**config.mk**
```make
export PLATFORM = sky130hd
export DESIGN_NAME = nonrestoring_divider
export DESIGN_NICKNAME = d
export VERILOG_FILES = /design/src/rtl/nonrestoring_divider.sv
export SDC_FILE = /design/constraint.sdc
export NUM_CORES = 1
export LEC_CHECK = 0
export BUFFER_PORTS_ARGS = -buffer_cell sky130_fd_sc_hd__buf_2
export CAP_MARGIN = 40
export CORE_ASPECT_RATIO = 1.4
export CORE_MARGIN = 2
export CORE_UTILIZATION = 26
export DETAILED_ROUTE_END_ITERATION = 8
export SLEW_MARGIN = 30
export SYNTH_ARGS = -nofsm -noshare
export SYNTH_HDL_FRONTEND = slang
export SYNTH_SLANG_ARGS = --single-unit
```
**constraint.sdc**
```tcl
create_clock -name clk -period 5.6 [get_ports clk]
set_input_delay 0.56 -clock clk [delete_from_list [all_inputs] [get_ports clk]]
set_output_delay 0.56 -clock clk [all_outputs]
set_load 0.005 [all_outputs]
```
**src/rtl/nonrestoring_divider.sv**
```systemverilog
// rtl/nonrestoring_divider.sv - sequential unsigned non-restoring divider
//
// Purpose:
//   Divides an unsigned WIDTH-bit dividend by an unsigned WIDTH-bit divisor,
//   one quotient bit per clock, using the non-restoring algorithm with a
//   WIDTH+1 bit signed partial remainder and a final remainder correction.
//   Operands arrive on a shared bus: dividend the cycle after start is seen,
//   divisor the cycle after that.
//
// Ports:
//   clk          rising-edge clock
//   rst          synchronous active-high reset, overrides all other inputs
//   start        level request, only sampled while idle
//   data_in      shared operand bus (dividend, then divisor)
//   quotient     registered quotient, updated on entering DONE
//   remainder    registered remainder, updated on entering DONE
//   done         high while the result is being presented
//   busy         high while an operation is in progress
//   div_by_zero  high when the last operation had a zero divisor

module nonrestoring_divider #(
    parameter int WIDTH = 8
) (
    input  logic             clk,
    input  logic             rst,
    input  logic             start,
    input  logic [WIDTH-1:0] data_in,
    output logic [WIDTH-1:0] quotient,
    output logic [WIDTH-1:0] remainder,
    output logic             done,
    output logic             busy,
    output logic             div_by_zero
);

    localparam int CW = $clog2(WIDTH + 1);

    typedef enum logic [2:0] {
        S_IDLE    = 3'd0,
        S_LOAD_Q  = 3'd1,
        S_LOAD_M  = 3'd2,
        S_ITER    = 3'd3,
        S_CORRECT = 3'd4,
        S_DONE    = 3'd5
    } state_t;

    state_t           state_q, state_d;
    logic [WIDTH:0]   a_q, a_d;
    logic [WIDTH-1:0] q_q, q_d;
    logic [WIDTH-1:0] m_q, m_d;
    logic [CW-1:0]    cnt_q, cnt_d;
    logic [WIDTH-1:0] quotient_q, quotient_d;
    logic [WIDTH-1:0] remainder_q, remainder_d;
    logic             dbz_q, dbz_d;

    // Datapath helpers for one iteration and for the final correction.
    logic [WIDTH:0]   m_ext;
    logic [WIDTH:0]   a_shift;
    logic [WIDTH:0]   a_step;
    logic [WIDTH:0]   a_fix;

    assign m_ext   = {1'b0, m_q};
    // Shift {A,Q} left by one: the MSB of Q moves into the LSB of A.
    assign a_shift = {a_q[WIDTH-1:0], q_q[WIDTH-1]};
    // The sign of the partial remainder before the shift picks subtract/add.
    assign a_step  = a_q[WIDTH] ? (a_shift + m_ext) : (a_shift - m_ext);
    // A negative final partial remainder is restored once by adding M back.
    assign a_fix   = a_q[WIDTH] ? (a_q + m_ext) : a_q;

    always_ff @(posedge clk) begin
        if (rst) begin
            state_q     <= S_IDLE;
            a_q         <= '0;
            q_q         <= '0;
            m_q         <= '0;
            cnt_q       <= '0;
            quotient_q  <= '0;
            remainder_q <= '0;
            dbz_q       <= 1'b0;
        end else begin
            state_q     <= state_d;
            a_q         <= a_d;
            q_q         <= q_d;
            m_q         <= m_d;
            cnt_q       <= cnt_d;
            quotient_q  <= quotient_d;
            remainder_q <= remainder_d;
            dbz_q       <= dbz_d;
        end
    end

    always_comb begin
        state_d     = state_q;
        a_d         = a_q;
        q_d         = q_q;
        m_d         = m_q;
        cnt_d       = cnt_q;
        quotient_d  = quotient_q;
        remainder_d = remainder_q;
        dbz_d       = dbz_q;

        unique case (state_q)
            S_IDLE: begin
                a_d   = '0;
                cnt_d = CW'(WIDTH);
                if (start) begin
                    state_d = S_LOAD_Q;
                end
            end

            S_LOAD_Q: begin
                q_d     = data_in;
                state_d = S_LOAD_M;
            end

            S_LOAD_M: begin
                m_d = data_in;
                if (data_in == '0) begin
                    // Divide by zero: report all-ones quotient and pass the
                    // dividend through as the remainder, skipping iteration.
                    quotient_d  = '1;
                    remainder_d = q_q;
                    dbz_d       = 1'b1;
                    state_d     = S_DONE;
                end else begin
                    state_d = S_ITER;
                end
            end

            S_ITER: begin
                a_d   = a_step;
                q_d   = {q_q[WIDTH-2:0], ~a_step[WIDTH]};
                cnt_d = cnt_q - CW'(1);
                // cnt_q==1 means this step brings the count to zero.
                if (cnt_q == CW'(1)) begin
                    state_d = S_CORRECT;
                end
            end

            S_CORRECT: begin
                a_d         = a_fix;
                quotient_d  = q_q;
                remainder_d = a_fix[WIDTH-1:0];
                dbz_d       = 1'b0;
                state_d     = S_DONE;
            end

            S_DONE: begin
                // Holding start keeps us here so one request yields one result.
                if (!start) begin
                    state_d = S_IDLE;
                end
            end

            default: begin
                state_d = S_IDLE;
            end
        endcase
    end

    always_comb begin
        done = 1'b0;
        busy = 1'b0;
        unique case (state_q)
            S_LOAD_Q, S_LOAD_M, S_ITER, S_CORRECT: busy = 1'b1;
            S_DONE:                                done = 1'b1;
            default:                               ;
        endcase
    end

    assign quotient    = quotient_q;
    assign remainder   = remainder_q;
    assign div_by_zero = dbz_q;

endmodule

```
==> impl_metrics.env, run 1 <==
export IMPL_ys_top_cells_by_area="dfxtp_1 31%, ha_1 8.4%, mux2i_1 6.4%, nor2_1 5.5%, a21oi_1 5.1%"
export IMPL_relSlewSlack_pct=43.61
export IMPL_yosysTopAreaCellShare_pct=31.22
export IMPL_cts_sinks=49
export IMPL_r2r_end="a_q[8]$_SDFFE_PP0P_"
export IMPL_hold_path_depth=2
export IMPL_setup_viol=0
export IMPL_cts_hold_buf=0
export IMPL_yosysMostFrequentCell="dfxtp_1"
export IMPL_dr_pass1_iters=5
export IMPL_synthDistinctLibCells=59
export IMPL_arrival_ps=2710
export IMPL_drt_iter0_drc=171
export IMPL_vdd_ir_drop_max_uv=111.6
export IMPL_die_w_um=96.91
export IMPL_synth_area_per_cell_um2=8.378
export IMPL_hp_class="reg -> reg"
export IMPL_final_nets=428
export IMPL_hold_start="remainder[3]$_SDFFE_PP0P_"
export IMPL_synthFlopType="dfxtp_1"
export IMPL_grt_pass1_vias=2790
export IMPL_design_die_area_um2=12990
export IMPL_min_period_ps=2511
export IMPL_cts_inserted_buffers=5
export IMPL_synth_edf_count=0
export IMPL_wl_per_cell_um=16.20
export IMPL_crit_path_start_kind="flop"
export IMPL_synth_top_cell_by_area="dfxtp_1"
export IMPL_std_cell_rows=47
export IMPL_fin_crit_sh_pct=44.84
export IMPL_slowest_delay_ps=500
export IMPL_place_gp_congestion=0.8356
export IMPL_antenna_found_initial=0
export IMPL_tightest_slew_ps=841.9
export IMPL_grt_max_degree=43
export IMPL_clk_pin_slew_ps=70
export IMPL_rsz0062_at_grt="false"
export IMPL_syn_nets=409
export IMPL_min_to="remainder[3]$_SDFFE_PP0P_"
export IMPL_slew_viol_final=0
export IMPL_finalHoldViolations=0
export IMPL_crit_path_top_delay_cell="dfxtp_1"
export IMPL_r2r_slack_ps=3090
export IMPL_worstRegToRegCells=9
export IMPL_synthTopCellsByCount="49 x dfxtp_1, 46 x nor2_1, 32 x a21oi_1, 29 x nand2_1, 21 x ha_1"
export IMPL_insertion_delay_ps=290
export IMPL_cp_required_ps=5800
export IMPL_register_area_um2=980.9
export IMPL_tns_ps=0
export IMPL_synth_area_um2=3142
export IMPL_n_antenna_cell=0
export IMPL_track_usage_pct=13.38
export IMPL_cpLargestDelayFamily="compound AO/OA/AOI/OAI gates"
export IMPL_num_vias=2857
export IMPL_powerDensity_nw_per_um2=243.1
export IMPL_dp_hpwl_um=6592
export IMPL_status="complete, no violations"
export IMPL_clock_skew_ps=6.500
export IMPL_root_buffer="clkbuf_16"
export IMPL_cts_setup_buffers=0
export IMPL_total_power_uw=865.3
export IMPL_cp_max_fo=7
export IMPL_end_kind="flop"
export IMPL_start_util_pct=26.58
export IMPL_synth_warning_count=0
export IMPL_ys_ff_latch=49
export IMPL_critPathKind="reg -> reg"
export IMPL_crit_buf_inv=0
export IMPL_dp_slack_ps=3107
export IMPL_htreeDepth=2
export IMPL_ant_nets=0
export IMPL_grt_pass1_wl_um=14090
export IMPL_io_buffer_count=29
export IMPL_layout_drive_gt1_share_pct=13.45
export IMPL_grt_ovfl_total=0
export IMPL_cp_cell_sequence="nor3_1, a31oi_1, xor2_1, ha_1, a21oi_1, nand2_1, o221ai_1, xnor2_1, a221oi_2"
export IMPL_ios=30
export IMPL_multiInputGateArea_um2=2024
export IMPL_drcViolationCount=0
export IMPL_routed_via_density=5.281
export IMPL_fin_ws_ps=3089
export IMPL_clockBufferDepth=2
export IMPL_p_leak_nw=1.448
export IMPL_cts_resized=0
export IMPL_coreArea_um2=11820
export IMPL_netlist_instances=375
export IMPL_yosysSeqAreaShare_pct=31.22
export IMPL_die_h_um=134.1
export IMPL_max_cap_viol_count=0
export IMPL_drt_wl_total_um=8765
export IMPL_async_reset_ff_share_pct=0
export IMPL_area_growth_pct=13.30
export IMPL_fillers=1234
export IMPL_r2r_start="m_q[2]$_SDFFE_PP0P_"
export IMPL_cts_tree="yes"
export IMPL_clock_fmax_mhz=398.3
==> power breakdown <==
| part | internal (mW) | switching (mW) |
|---|---|---|
| Clock | 0.175 | 0.133 |
| Sequential | 0.363 | 0.0226 |
| Combinational | 0.0706 | 0.101 |
==> registers in the layout (all words and copies together) (netlist names) <==
signal	flops
q_q	8
quotient	8
state_q	3
remainder	8
cnt_q	4
m_q	8
div_by_zero	1
a_q	9
==> area by class of cell <==
| type | count | share of cell area (%) |
|---|---|---|
| tap | 147 | 5.167 |
| sequential | 49 | 27.56 |
| clock inverter | 1 | 0.2109 |
| multi-input combinational | 293 | 56.87 |
| timing repair buffer | 33 | 5.026 |
| inverter | 12 | 1.265 |
| clock buffer | 6 | 3.902 |
==> stage by stage <==
step | hold slack (ps) | instance area [um2] | instances | utilization [%]
5_1_grt | 465.1 | 3560 | 541 | 30.12
6_report | 448.1 | 3560 | 541 | 30.12
3_3_place_gp | 438.9 | 3392 | 532 | 28.70
4_1_cts | 450.9 | 3548 | 540 | 30.02
2_1_floorplan | 448.3 | 3142 | 375 | -
3_5_place_dp | 441.4 | 3402 | 533 | 28.78
==> cell usage in the layout, fill, tap and decap left out, drive strengths merged, types with 3 or more instances in the layout <==
cell,instances
mux2,4
nor4,4
o22ai,3
a21o,5
xnor2,5
a221oi,3
nor3b,5
nor2,46
o221a,8
nand2b,7
nand3,9
xor2,8
o21ai,15
nand2,30
a31oi,7
dfxtp,49
mux2i,20
ha,21
o211ai,3
buf,33
a211oi,18
clkbuf,6
a21oi,32
inv,11
nor3,10
==> worst max-delay path by stage <==
| stage | startpoint | end | depth (start not counted) |
|---|---|---|---|
| after floorplan | a_q[8]$_SDFFE_PP0P_ | a_q[8]$_SDFFE_PP0P_ | 11 |
| after global placement | state_q[2]$_SDFFE_PP0P_ | remainder[3]$_SDFFE_PP0P_ | 5 |
| after detailed placement | m_q[2]$_SDFFE_PP0P_ | a_q[8]$_SDFFE_PP0P_ | 9 |
| after CTS | m_q[2]$_SDFFE_PP0P_ | a_q[8]$_SDFFE_PP0P_ | 9 |
| after global routing | m_q[2]$_SDFFE_PP0P_ | a_q[8]$_SDFFE_PP0P_ | 9 |
| final | m_q[2]$_SDFFE_PP0P_ | a_q[8]$_SDFFE_PP0P_ | 9 |
==> kinds of logic after synthesis <==
logic type	after synthesis	synth area share, %
adder cells (fa/ha/maj)	23	9.638
XOR/XNOR	13	3.624
buffers and inverters	33	4.580
AO/OA/AOI/OAI	110	24.09
AND/OR/NAND/NOR	123	19.04
flip-flops	49	31.22
multiplexers	24	7.805
==> metal layers <==
| layer | GRT usage, % | share of wire (%) | vias to the layer above |
|---|---|---|---|
| li1 | - | - | 1410 |
| met1 | 15.09 | 41 | 1359 |
| met2 | 24.65 | 51 | 69 |
| met3 | 1.407 | 3.4 | 19 |
| met4 | 7.042 | 4.0 | 0 |
| met5 | 0 | 0 | - |
==> worst reg2reg max path: stages, from the launching register on <==
cell,delay [ps]
dfxtp_1,500
nor3_1,110
a31oi_1,240
xor2_1,260
ha_1,310
a21oi_1,310
nand2_1,100
o221ai_1,200
xnor2_1,130
a221oi_2,270
Power figures use the tool's default switching activity.
==> run 2: changes to the inputs <==
==> constraint.sdc (replaced) <==
create_clock -name clk -period 2.5 [get_ports clk]
set_input_delay 0.25 -clock clk [delete_from_list [all_inputs] [get_ports clk]]
set_output_delay 0.25 -clock clk [all_outputs]
set_load 0.005 [all_outputs]
==> run 2 against run 1 <==
Compared with the run above: non-clock buffer count grew 12; die area stayed put; worst setup slack lost 2900 ps; clock skew fell by 2.3 ps; count of clock-buffer cells in the layout down 1; fmax increased by 6.5%; sequential cell count is the same; total power rose by 120%; sequential power rose by 120%; critical path type unchanged.
==> impl_metrics.env, run 2 (synthesis results as in run 1) <==
export IMPL_dpl_cell_area_um2=3497
export IMPL_dr_pass1_iters=4
export IMPL_rsz0062_at_grt="false"
export IMPL_drt_iter0_drc=118
export IMPL_coreArea_um2=11820
export IMPL_final_common_cell="dfxtp_1"
export IMPL_die_h_um=134.1
export IMPL_antenna_found_initial=0
export IMPL_clock_skew_ps=4.215
export IMPL_pwr_share_seq_pct=44.7
export IMPL_htreeDepth=2
export IMPL_cpLargestDelayFamily="adder cells"
export IMPL_num_vias=2870
export IMPL_layout_drive_gt1_share_pct=16.71
export IMPL_grt_pass1_wl_um=14430
export IMPL_multiInputGateArea_um2=2031
export IMPL_switching_share_pct=30.04
export IMPL_slowest_delay_ps=420
export IMPL_cp_common_cell="inv_1"
export IMPL_area_growth_pct=16.17
export IMPL_routed_via_density=5.181
export IMPL_cts_sinks=49
export IMPL_ant_nets=0
export IMPL_hp_class="in -> reg"
export IMPL_clk_pin_slew_ps=70
export IMPL_n_antenna_cell=0
export IMPL_wl_per_cell_um=16.00
export IMPL_design_die_area_um2=12990
export IMPL_largest_reg_flops=9
export IMPL_cts_tree="yes"
export IMPL_die_w_um=96.91
export IMPL_cp_required_ps=2710
export IMPL_comb_power_share_pct=20.9
export IMPL_cts_hold_buf=0
export IMPL_ios=30
export IMPL_end_kind="flop"
export IMPL_powerDensity_nw_per_um2=528.9
export IMPL_dp_hpwl_um=6855
export IMPL_cts_setup_buffers=0
export IMPL_min_period_ps=2357
export IMPL_final_nets=440
export IMPL_finalHoldViolations=0
export IMPL_clockBufferDepth=2
export IMPL_std_cell_rows=47
export IMPL_grt_max_degree=24
export IMPL_insertion_delay_ps=290
export IMPL_io_buffer_count=29
export IMPL_vdd_ir_drop_max_uv=239.6
export IMPL_root_buffer="clkbuf_16"
export IMPL_cp_max_fo=6
export IMPL_intPower_mw=1.350
export IMPL_drcViolationCount=0
export IMPL_final_cell_mix="48 x dfxtp_1, 46 x nor2_1, 31 x a21oi_1"
export IMPL_start_util_pct=26.58
export IMPL_register_area_um2=982.2
export IMPL_crit_path_start_kind="flop"
export IMPL_grt_pass1_vias=2847
export IMPL_crit_buf_inv=2
export IMPL_tightest_slew_ps=821.9
export IMPL_cts_inserted_buffers=5
export IMPL_arrival_ps=2570
export IMPL_slew_viol_final=0
export IMPL_crit_path_top_delay_cell="fa_1"
export IMPL_clock_fmax_mhz=424.2
export IMPL_p_leak_nw=1.512
export IMPL_place_gp_congestion=0.9235
export IMPL_critPathKind="reg -> reg"
export IMPL_top_register="a_q"
export IMPL_pwr_share_clk_pct=34.5
export IMPL_fin_crit_sh_pct=94.29
export IMPL_drt_wl_total_um=8865
export IMPL_setup_viol=0
export IMPL_status="complete, no violations"
export IMPL_grt_ovfl_total=0
export IMPL_track_usage_pct=13.61
export IMPL_final_area_um2=3650
export IMPL_tns_ps=0
export IMPL_max_cap_viol_count=0
export IMPL_relSlewSlack_pct=44.95
export IMPL_fillers=1257
export IMPL_cp_cell_sequence="inv_1, ha_1, mux2_2, inv_1, fa_1, nand3b_1, nand2_1, o221ai_1, xnor2_1, a221oi_2"
export IMPL_power_switching_uw=579.8
-- run 2: layer usage --
metal	GRT usage [%]	vias up	routed length (um)
met5	0	-	0
met4	4.930	0	203
met3	1.615	13	249
met2	25.62	56	4637
met1	15.72	1360	3774
li1	-	1441	-
-- run 2: cell type report --
class	instances	area share (%)
Inverter	12	1.234
Clock buffer	5	3.428
Clock inverter	3	0.4799
Multi-Input combinational cell	293	55.64
Sequential cell	49	26.91
Tap cell	147	5.039
Timing Repair Buffer	45	7.268
-- run 2: worst register-to-register path, stage by stage (launching register included) --
cell	delay, ps
dfxtp_2	380
inv_1	70
ha_1	280
mux2_2	160
inv_1	60
fa_1	420
nand3b_1	200
nand2_1	120
o221ai_1	150
xnor2_1	180
a221oi_2	260
-- run 2: path summary, 6_finish.rpt --
check                                                 end  depth (start not counted)                       from  slack [ps]
worst max register to register        a_q[8]$_SDFFE_PP0P_                         10        m_q[0]$_SDFFE_PP0P_         140
worst min-delay path                  m_q[5]$_SDFFE_PP0P_                          3                 data_in[5]         240
worst max-delay path                  a_q[8]$_SDFFE_PP0P_                         10        m_q[0]$_SDFFE_PP0P_         140
worst min register to register  remainder[3]$_SDFFE_PP0P_                          2  remainder[3]$_SDFFE_PP0P_         450
-- run 2: power by group through the flow --
stage | registers, mW | logic [mW] | clock network [mW]
floorplan | 0.856 | 0.306 | 0
global placement | 0.877 | 0.394 | 0
detailed placement | 0.878 | 0.400 | 0
CTS | 0.860 | 0.401 | 0.687
global route | 0.866 | 0.447 | 0.706
finish | 0.862 | 0.403 | 0.665
-- run 2: stage by stage --
step                      util (%)  power, mW  hold WS (ps)  std cells  setup WS [ps]
after CTS                    30.79      1.949         232.1        554          34.53
final                        30.88      1.930         238.7        554          142.7
after floorplan                  -      1.162         397.2        375          32.93
after detailed placement     29.59      1.278         442.6        546          68.59
after global placement       29.59      1.271         439.1        546          141.3
after global routing         30.88      2.019         248.0        554          22.05
-- run 2: what timing repair did --
action | CTS | global route
endpoints found under the hold margin | 0 | 0
gates resized for setup | 0 | 4
setup endpoints to repair | 0 | 5
==> run 3: changes to the inputs <==
--- a/config.mk
+++ b/config.mk
@@ -11,6 +11,7 @@
 export CORE_MARGIN = 2
 export CORE_UTILIZATION = 26
 export DETAILED_ROUTE_END_ITERATION = 8
+export RECOVER_POWER = 100
 export SLEW_MARGIN = 30
 export SYNTH_ARGS = -nofsm -noshare
 export SYNTH_HDL_FRONTEND = slang
==> run 3 against run 2 <==
Compared with the run above: critical path depth stayed put; non-clock buffer count stayed put; combinational power is 1% lower; die area stayed put; largest cell class unchanged.
==> impl_metrics.env, run 3 (synthesis results as in run 1) <==
export IMPL_largest_reg_flops=9
export IMPL_ant_nets=0
export IMPL_tightest_slew_ps=822.2
export IMPL_stdcell_count=554
export IMPL_cp_cell_sequence="inv_1, ha_1, mux2_2, inv_1, fa_1, nand3b_1, nand2_1, o221ai_1, xnor2_1, a221oi_2"
export IMPL_crit_path_top_delay_cell="fa_1"
export IMPL_crit_path_start_kind="flop"
export IMPL_crit_buf_inv=2
export IMPL_antenna_found_initial=0
export IMPL_clock_fmax_mhz=425.4
export IMPL_layout_drive_gt1_share_pct=13.27
export IMPL_final_area_um2=3616
export IMPL_tns_ps=0
export IMPL_start_util_pct=26.58
export IMPL_intPower_mw=1.345
export IMPL_status="complete, no violations"
export IMPL_drt_wl_total_um=8862
export IMPL_finalHoldViolations=0
export IMPL_power_switching_uw=579.5
export IMPL_wl_per_cell_um=16.00
export IMPL_powerDensity_nw_per_um2=532.3
export IMPL_slew_viol_final=0
export IMPL_die_w_um=96.91
export IMPL_cpLargestDelayFamily="adder cells"
export IMPL_dpl_cell_area_um2=3497
export IMPL_slowest_delay_ps=420
export IMPL_std_cell_rows=47
export IMPL_coreArea_um2=11820
export IMPL_design_die_area_um2=12990
export IMPL_cts_inserted_buffers=5
export IMPL_arrival_ps=2560
export IMPL_n_antenna_cell=0
export IMPL_end_kind="flop"
export IMPL_track_usage_pct=13.61
export IMPL_grt_pass1_vias=2847
export IMPL_grt_ovfl_total=0
export IMPL_comb_power_share_pct=20.7
export IMPL_ios=30
export IMPL_num_vias=2893
export IMPL_area_growth_pct=15.09
export IMPL_hp_class="in -> reg"
export IMPL_cp_required_ps=2710
export IMPL_relSlewSlack_pct=44.93
export IMPL_pwr_share_seq_pct=44.8
export IMPL_die_h_um=134.1
export IMPL_drcViolationCount=0
export IMPL_cp_common_cell="inv_1"
export IMPL_fin_crit_sh_pct=94.02
export IMPL_fin_hold_ws_ps=238.2
export IMPL_root_buffer="clkbuf_16"
export IMPL_final_cell_mix="48 x dfxtp_1, 46 x nor2_1, 31 x a21oi_1"
export IMPL_dp_hpwl_um=6855
export IMPL_grt_max_degree=24
export IMPL_clock_skew_ps=3.637
export IMPL_cts_tree="yes"
export IMPL_final_common_cell="dfxtp_1"
export IMPL_clockBufferDepth=2
export IMPL_routed_via_density=5.222
export IMPL_min_period_ps=2351
export IMPL_cp_max_fo=6
export IMPL_cts_sinks=49
export IMPL_place_gp_congestion=0.9235
export IMPL_grt_pass1_wl_um=14430
export IMPL_clk_pin_slew_ps=70
export IMPL_max_cap_viol_count=0
export IMPL_io_buffer_count=29
export IMPL_dr_pass1_iters=4
export IMPL_pwr_share_clk_pct=34.6
export IMPL_setup_viol=0
export IMPL_htreeDepth=2
export IMPL_dp_slack_ps=68.59
export IMPL_cts_hold_buf=0
export IMPL_insertion_delay_ps=290
export IMPL_p_leak_nw=1.453
export IMPL_place_inst=546
export IMPL_critPathKind="reg -> reg"
export IMPL_vdd_ir_drop_max_uv=239.8
export IMPL_fin_ws_ps=149.4
export IMPL_rsz0062_at_grt="false"
export IMPL_final_nets=440
export IMPL_drt_iter0_drc=155
export IMPL_switching_share_pct=30.11
export IMPL_top_register="a_q"
-- run 3: changes by cell type in the layout (fill, tap and decap cells not counted) --
cell      before  now
buf_4         16   11
clkbuf_1       0   13
clkbuf_2       0    1
nor3b_2        1    0
nor3b_1        3    4
buf_2         29   20
-- run 3: final timing paths --
path / start / endpoint / slack [ps] / cells past startpoint
worst max-delay path: m_q[0]$_SDFFE_PP0P_ / a_q[8]$_SDFFE_PP0P_ / 150 / 10
worst min-delay path: data_in[5] / m_q[5]$_SDFFE_PP0P_ / 240 / 3
worst max register to register: m_q[0]$_SDFFE_PP0P_ / a_q[8]$_SDFFE_PP0P_ / 150 / 10
worst min register to register: remainder[3]$_SDFFE_PP0P_ / remainder[3]$_SDFFE_PP0P_ / 450 / 2
-- run 3: cell type report --
type	count	area (um2)
Clock buffer	5	125.1
Tap cell	147	183.9
Sequential cell	49	982.2
Multi-Input combinational cell	293	2026
Clock inverter	3	17.52
Timing Repair Buffer	45	236.5
Inverter	12	45.04
Fill cell	1263	8204
-- run 3: repair_timing --
action / 4_1_cts / 5_1_grt
buffers inserted: 0 / 0
gates resized for setup: 0 / 4
setup endpoints to repair: 0 / 5
-- run 3: worst register-to-register path: cells and delay by family (launching register included) --
kind            cells  cell delay, ps
flops               1             380
compound gates      2             410
fa+ha+maj           2             700
simple gates        2             320
xor+xnor            1             180
buf+inv             2             130
mux                 1             160
-- run 3: through the flow --
| step | total power, mW | util [%] |
|---|---|---|
| after floorplan | 1.162 | - |
| after global placement | 1.271 | 29.59 |
| after detailed placement | 1.278 | 29.59 |
| after CTS | 1.949 | 30.79 |
| after global routing | 2.013 | 30.59 |
| final | 1.925 | 30.59 |
-- run 3: per-layer routing --
metal,vias up,track usage [%],routed length (um)
li1,1442,-,-
met2,65,25.62,4599
met4,0,4.930,203
met3,14,1.615,273
met1,1372,15.72,3786
met5,-,0,0
-- run 3: power groups by stage --
stage               logic [mW]  clock network [mW]  registers (mW)
floorplan                0.306                   0           0.856
global placement         0.394                   0           0.877
detailed placement       0.400                   0           0.878
CTS                      0.401               0.687           0.860
global route             0.441               0.706           0.866
finish                   0.397               0.665           0.862
